--- config.mk ---
export PLATFORM = sky130hd
export DESIGN_NAME = axi_tx
export DESIGN_NICKNAME = d
export VERILOG_FILES = /design/src/rtl/axi_tx.sv
export SDC_FILE = /design/constraint.sdc
export NUM_CORES = 1
export LEC_CHECK = 0
export CORE_MARGIN = 2
export CORE_UTILIZATION = 53
export DETAILED_ROUTE_END_ITERATION = 7
export HOLD_SLACK_MARGIN = 0.02
export PLACE_DENSITY_LB_ADDON = 0.15
export SYNTH_ARGS = -nofsm -noshare
export SYNTH_HDL_FRONTEND = slang
export SYNTH_SLANG_ARGS = --single-unit
--- constraint.sdc ---
create_clock -name clk -period 7.45 [get_ports clk]
set_clock_uncertainty 0.05 [all_clocks]
set_input_delay 1.1175 -clock clk [delete_from_list [all_inputs] [get_ports clk]]
set_output_delay 1.1175 -clock clk [all_outputs]
set_load 0.05 [all_outputs]
--- src/rtl/axi_tx.sv ---
// rtl/axi_tx.sv - AXI-Stream master transmitter with input FIFO; AXI_TX_PAD_EN adds min-frame zero padding
module axi_tx #(
   parameter int DATA_WIDTH      = 64,
   parameter int FIFO_DEPTH      = 8,
   parameter int MIN_FRAME_BYTES = 60
) (
   input  logic                              clk,
   input  logic                              rst,
   input  logic [DATA_WIDTH-1:0]             tdata_in,
   input  logic [$clog2(DATA_WIDTH/8+1)-1:0] idx_in,
   input  logic                              data_valid_in,
   input  logic                              last_flag_in,
   output logic                              tx_ready,
   output logic                              tvalid,
   output logic [DATA_WIDTH-1:0]             tdata,
   output logic [DATA_WIDTH/8-1:0]           tkeep,
   output logic                              tlast,
   input  logic                              tready,
   output logic [31:0]                       frames_sent,
   output logic                              overflow
);

   localparam int NB = DATA_WIDTH / 8;
   localparam int IW = $clog2(NB + 1);
   localparam int AW = $clog2(FIFO_DEPTH);
   localparam int CW = AW + 1;

   function automatic logic [NB-1:0] keep_of(input logic [15:0] n);
      logic [NB-1:0] k;
      k = '0;
      for (int b = 0; b < NB; b++)
         if (16'(b) < n) k[b] = 1'b1;
      return k;
   endfunction

   logic [DATA_WIDTH-1:0] mem_data [FIFO_DEPTH];
   logic [IW-1:0]         mem_idx  [FIFO_DEPTH];
   logic                  mem_last [FIFO_DEPTH];
   logic [AW-1:0]         wr_ptr, rd_ptr;
   logic [CW-1:0]         count;

   logic [IW-1:0]         idx_c;
   logic [NB-1:0]         in_keep;
   logic [DATA_WIDTH-1:0] data_m;
   logic                  push, pop, head_valid, head_last;
   logic [DATA_WIDTH-1:0] head_data;
   logic [IW-1:0]         head_idx;

   assign tx_ready   = (count < CW'(FIFO_DEPTH));
   assign push       = data_valid_in & tx_ready;
   assign head_valid = (count != '0);
   assign head_data  = mem_data[rd_ptr];
   assign head_idx   = mem_idx[rd_ptr];
   assign head_last  = mem_last[rd_ptr];

   // Bytes past the valid count are zeroed on entry so pad beats need no extra masking
   always_comb begin
      idx_c   = (idx_in > IW'(NB)) ? IW'(NB) : idx_in;
      in_keep = keep_of(16'(idx_c));
      data_m  = '0;
      for (int b = 0; b < NB; b++)
         if (in_keep[b]) data_m[8*b +: 8] = tdata_in[8*b +: 8];
   end

`ifdef AXI_TX_PAD_EN
   typedef enum logic {PASS, PAD} state_t;
   localparam logic [16:0] MIN17 = 17'(MIN_FRAME_BYTES);
   localparam logic [15:0] MIN16 = 16'(MIN_FRAME_BYTES);

   state_t      state;
   logic [15:0] out_bytes, rem, beat_bytes;
   logic [16:0] sum_last, sum_out;
   logic        is_short;

   always_comb begin
      tvalid     = 1'b0;
      tdata      = '0;
      tkeep      = '0;
      tlast      = 1'b0;
      pop        = 1'b0;
      beat_bytes = '0;
      sum_last   = {1'b0, out_bytes} + 17'(head_idx);
      is_short   = head_last && (sum_last < MIN17);
      rem        = (out_bytes >= MIN16) ? 16'd0 : (MIN16 - out_bytes);
      if (state == PASS) begin
         if (head_valid) begin
            tvalid = 1'b1;
            tdata  = head_data;
            pop    = tready;
            if (is_short) begin
               tkeep      = '1;
               beat_bytes = 16'(NB);
            end else begin
               tkeep      = keep_of(16'(head_idx));
               tlast      = head_last;
               beat_bytes = 16'(head_idx);
            end
         end
      end else begin
         tvalid = 1'b1;
         if (rem > 16'(NB)) begin
            tkeep      = '1;
            beat_bytes = 16'(NB);
         end else begin
            tkeep      = keep_of(rem);
            tlast      = 1'b1;
            beat_bytes = rem;
         end
      end
      sum_out = {1'b0, out_bytes} + {1'b0, beat_bytes};
   end

   always_ff @(posedge clk) begin
      if (rst) begin
         state     <= PASS;
         out_bytes <= '0;
      end else if (tvalid && tready) begin
         if (tlast) begin
            state     <= PASS;
            out_bytes <= '0;
         end else begin
            out_bytes <= sum_out[16] ? 16'hFFFF : sum_out[15:0];
            if (state == PASS && head_last) state <= PAD;
         end
      end
   end
`else
   always_comb begin
      tvalid = head_valid;
      tdata  = head_valid ? head_data : '0;
      tkeep  = head_valid ? keep_of(16'(head_idx)) : '0;
      tlast  = head_valid & head_last;
      pop    = head_valid & tready;
   end
`endif

   always_ff @(posedge clk) begin
      if (rst) begin
         wr_ptr      <= '0;
         rd_ptr      <= '0;
         count       <= '0;
         frames_sent <= '0;
         overflow    <= 1'b0;
      end else begin
         if (push) begin
            mem_data[wr_ptr] <= data_m;
            mem_idx[wr_ptr]  <= idx_c;
            mem_last[wr_ptr] <= last_flag_in;
            wr_ptr           <= wr_ptr + AW'(1);
         end
         if (pop) rd_ptr <= rd_ptr + AW'(1);
         case ({push, pop})
            2'b10:   count <= count + CW'(1);
            2'b01:   count <= count - CW'(1);
            default: count <= count;
         endcase
         if (data_valid_in && !tx_ready) overflow <= 1'b1;
         if (tvalid && tready && tlast) frames_sent <= frames_sent + 32'd1;
      end
   end

endmodule

==> results by group <==
Worst hold path
  – Hold Crit Class: reg2reg
  – Hold Path Origin: rd_ptr[1]

Place
  – Area after DPL: 26300 um^2
  – IO buf count: 180
  – GPL Wtd Cong: 0.770
  – Dpl hpwl: 26.8 mm

Power and ir drop
  – Leak: 8.77 nW
  – Sequential power share: 0.420
  – Pwr Density: 328 nW/um^2
  – Clock share of power: 0.309
  – Sw Ratio: 0.313
  – Peak VDD IR: 298 uV
  – Pint: 6.36 mW
  – Overall Power: 9.25 mW
  – Combinational Power Share: 0.271
  – Sw power: 2.89 mW

Final layout
  – Final instance area: 28200 um^2
  – Synthesis-to-layout area growth: 18.4%
  – Layout Nets: 1532
  – Share of layout cells above drive strength 1: 0.180

Run
  – Max-cap violations: 0

Drt
  – Vias after detailed routing: 12.2k
  – DR iter-0 viols: 892
  – Drt wl/cell: 23.0 um
  – Vias/cell: 5.81
  – Routed Antenna Nets: 0
  – DRC viols: 0
  – Wirelength, routed: 48.1 mm
  – DRT Pass-1 Iters: 5

Timing
  – Setup Viol. Count Final: 0
  – Max Slew Vio Count: 0
  – Fin. Hold Viols: 0
  – Worst slew pin tran: 1180 ps
  – Setup_tns: 0 ps
  – Final period util: 0.677
  – Max-slew headroom: 0.209
  – Hold Slack: 425 ps
  – Crit path time final: 5040 ps
  – Highest Clock Rate: 0.198 GHz
  – RSZ-0062 raised after global routing: no

Worst setup path
  – CP Data Required Time: 6280 ps
  – Worst path arrival time: 3880 ps
  – Critical path class: reg2out
  – Setup crit end kind: primary output
  – CP max FO: 42
  – R2R setup slack: 3990 ps
  – CP startpoint kind: flip-flop

Yosys
  – Post-synthesis sequential area ratio: 0.735
  – Flop and latch count out of synthesis: 598
  – Number of synthesized flops with an enable pin: 552
  – Ys flop type: edfxtp_1
  – Cells after Synth: 1250
  – Avg Inst Size Synth: 19.0 um^2
  – Syn_nets: 1329
  – Post-synthesis cell area: 23800 um^2
  – Cell variety after synth: 47
  – Ys async rst share: 0
  – Synth warn: 0

Global routing
  – Grt total ovfl: 0
  – Total GRT Usage: 0.208
  – Global-route wire length before repair: 73.2 mm
  – Vias in the first global route: 12.3k
  – Initial antenna violation count: 2
  – Pin count of the biggest net entering global routing: 74

Floorplanning
  – Row count: 77
  – # IOs: 181
  – Die height: 216 um
  – Core area: 44200 um^2
  – Initial Util: 0.538
  – Die Area: 46600 um^2
  – Die width: 216 um

Clocking
  – CTS resizes: 0
  – Root Buffer Master: clkbuf_16
  – Worst-skew pair later-pin latency: 590 ps
  – Clk slew on worst S/H paths: 60 ps
  – Deepest level of the CTS H-tree: 2
  – Num CTS Buffers: 58
  – Sink Count: 598
  – CTS Hold Bufs: 0
  – CTS tree: done
  – Setup Buffers After CTS: 0
  – CTS max path bufs: 3

Outcome
  – Outcome: finished, final reports clean
## final cells by class
| cell class | instances | area [um^2] |
|---|---|---|
| antenna | 2 | 5.00 |
| clock buffer | 69 | 1490 |
| clock inverter | 38 | 364 |
| fill | 3076 | 16000 |
| inverter | 11 | 41.3 |
| multi-input combinational | 579 | 6010 |
| sequential | 598 | 17500 |
| tap | 592 | 741 |
| timing repair buffer | 205 | 2010 |
## synth_stat cells, types with 2 or more instances
cell type / instances / area share
edfxtp_1: 552 / 0.70
mux4_2: 138 / 0.13
nor2_1: 96 / 0.015
mux2i_1: 71 / 0.030
nor2b_1: 56 / 0.015
dfxtp_1: 46 / 0.039
a21oi_1: 38 / 0.0080
buf_2: 37 / 0.0078
nand2_1: 27 / 0.0043
o21ai_0: 22 / 0.0046
or3_1: 20 / 0.0053
clkbuf_1: 18 / 0.0028
and2_1: 17 / 0.0045
nand3_1: 14 / 0.0029
inv_1: 11 / 0.0017
xor2_1: 10 / 0.0037
nand4_1: 7 / 0.0018
nor3_1: 7 / 0.0015
and3_1: 6 / 0.0016
ha_1: 6 / 0.0032
o31ai_1: 6 / 0.0019
buf_1: 4 / 0.00063
mux2_2: 4 / 0.0019
or4_1: 4 / 0.0013
and4_1: 3 / 0.0011
nor4_1: 3 / 0.00079
xnor2_1: 3 / 0.0011
a21o_1: 2 / 0.00063
a31oi_1: 2 / 0.00053
nand2b_1: 2 / 0.00053
nand4_2: 2 / 0.0011
## state kept, by name (all words and copies together) (netlist names), named ones only
signal,cells
count,4
mem_idx,32
mem_data,512
overflow,1
frames_sent,32
mem_last,8
wr_ptr,3
rd_ptr,3
## per-layer routing
| layer | vias to the layer above | GRT usage | routed length (um) |
|---|---|---|---|
| met4 | 0 | 0.0509 | 718 |
| met5 | - | 0 | 0 |
| met2 | 290 | 0.347 | 24300 |
| li1 | 5419 | - | - |
| met1 | 6404 | 0.289 | 20900 |
| met3 | 50 | 0.0359 | 2190 |
## worst paths after layout
check	end	depth (start not counted)
worst min-delay path	flip-flop	2
worst max register to register	frames_sent[25]	6
worst min register to register	flip-flop	2
worst max-delay path	tlast	5
## cell usage in the layout (no fill, tap or decap), types with 10 or more instances in the layout
| cell | synthesis | final |
|---|---|---|
| and2_1 | 17 | 17 |
| edfxtp_1 | 552 | 552 |
| nand3_1 | 14 | 14 |
| a21oi_1 | 38 | 38 |
| xor2_1 | 10 | 10 |
| mux4_2 | 138 | 138 |
| clkinv_2 | 0 | 13 |
| inv_1 | 11 | 11 |
| nor2_1 | 96 | 90 |
| mux2i_1 | 71 | 71 |
| clkdlybuf4s50_1 | 0 | 180 |
| o21ai_0 | 22 | 22 |
| or3_1 | 20 | 20 |
| nor2b_1 | 56 | 56 |
| dfxtp_1 | 46 | 43 |
| clkinv_1 | 0 | 15 |
| buf_4 | 1 | 23 |
| nand2_1 | 27 | 27 |
| clkbuf_1 | 18 | 11 |
| clkbuf_16 | 0 | 58 |
## critical path: stages (launching register included)
cell and delay [ps]:
dfxtp_4 680, buf_4 740, mux2i_1 300, a31oi_1 380
and3_1 220, clkdlybuf4s50_1 860
## metrics by stage
step,instances,setup slack (ps),utilization
final,2094,2410,0.637
after CTS,2092,2300,0.637
after global placement,1985,2960,0.595
after global routing,2094,2130,0.637
after floorplan,1250,268,-
after detailed placement,1985,2950,0.595
## cell families (layout without fill, tap and decap cells)
family / after synthesis / in the layout / share of synthesized area
buffers and inverters: 73 / 323 / 0.0146
multiplexers: 213 / 213 / 0.162
AND/OR/NAND/NOR: 272 / 272 / 0.0610
AO/OA/AOI/OAI: 75 / 75 / 0.0188
adder cells (fa/ha/maj): 6 / 6 / 0.00315
flip-flops: 598 / 598 / 0.735
other: 0 / 2 / 0
XOR/XNOR: 13 / 13 / 0.00478
## power by group through the flow
stage | clock, mW | sequential (mW) | combinational [mW]
final | 2.86 | 3.89 | 2.51
after global routing | 3.05 | 3.90 | 2.64
after CTS | 2.92 | 3.89 | 2.55
after detailed placement | 0 | 3.96 | 2.54
after global placement | 0 | 3.96 | 2.53
after floorplan | 0 | 3.91 | 1.79
Note: power is estimated with default switching activity, not from simulation.
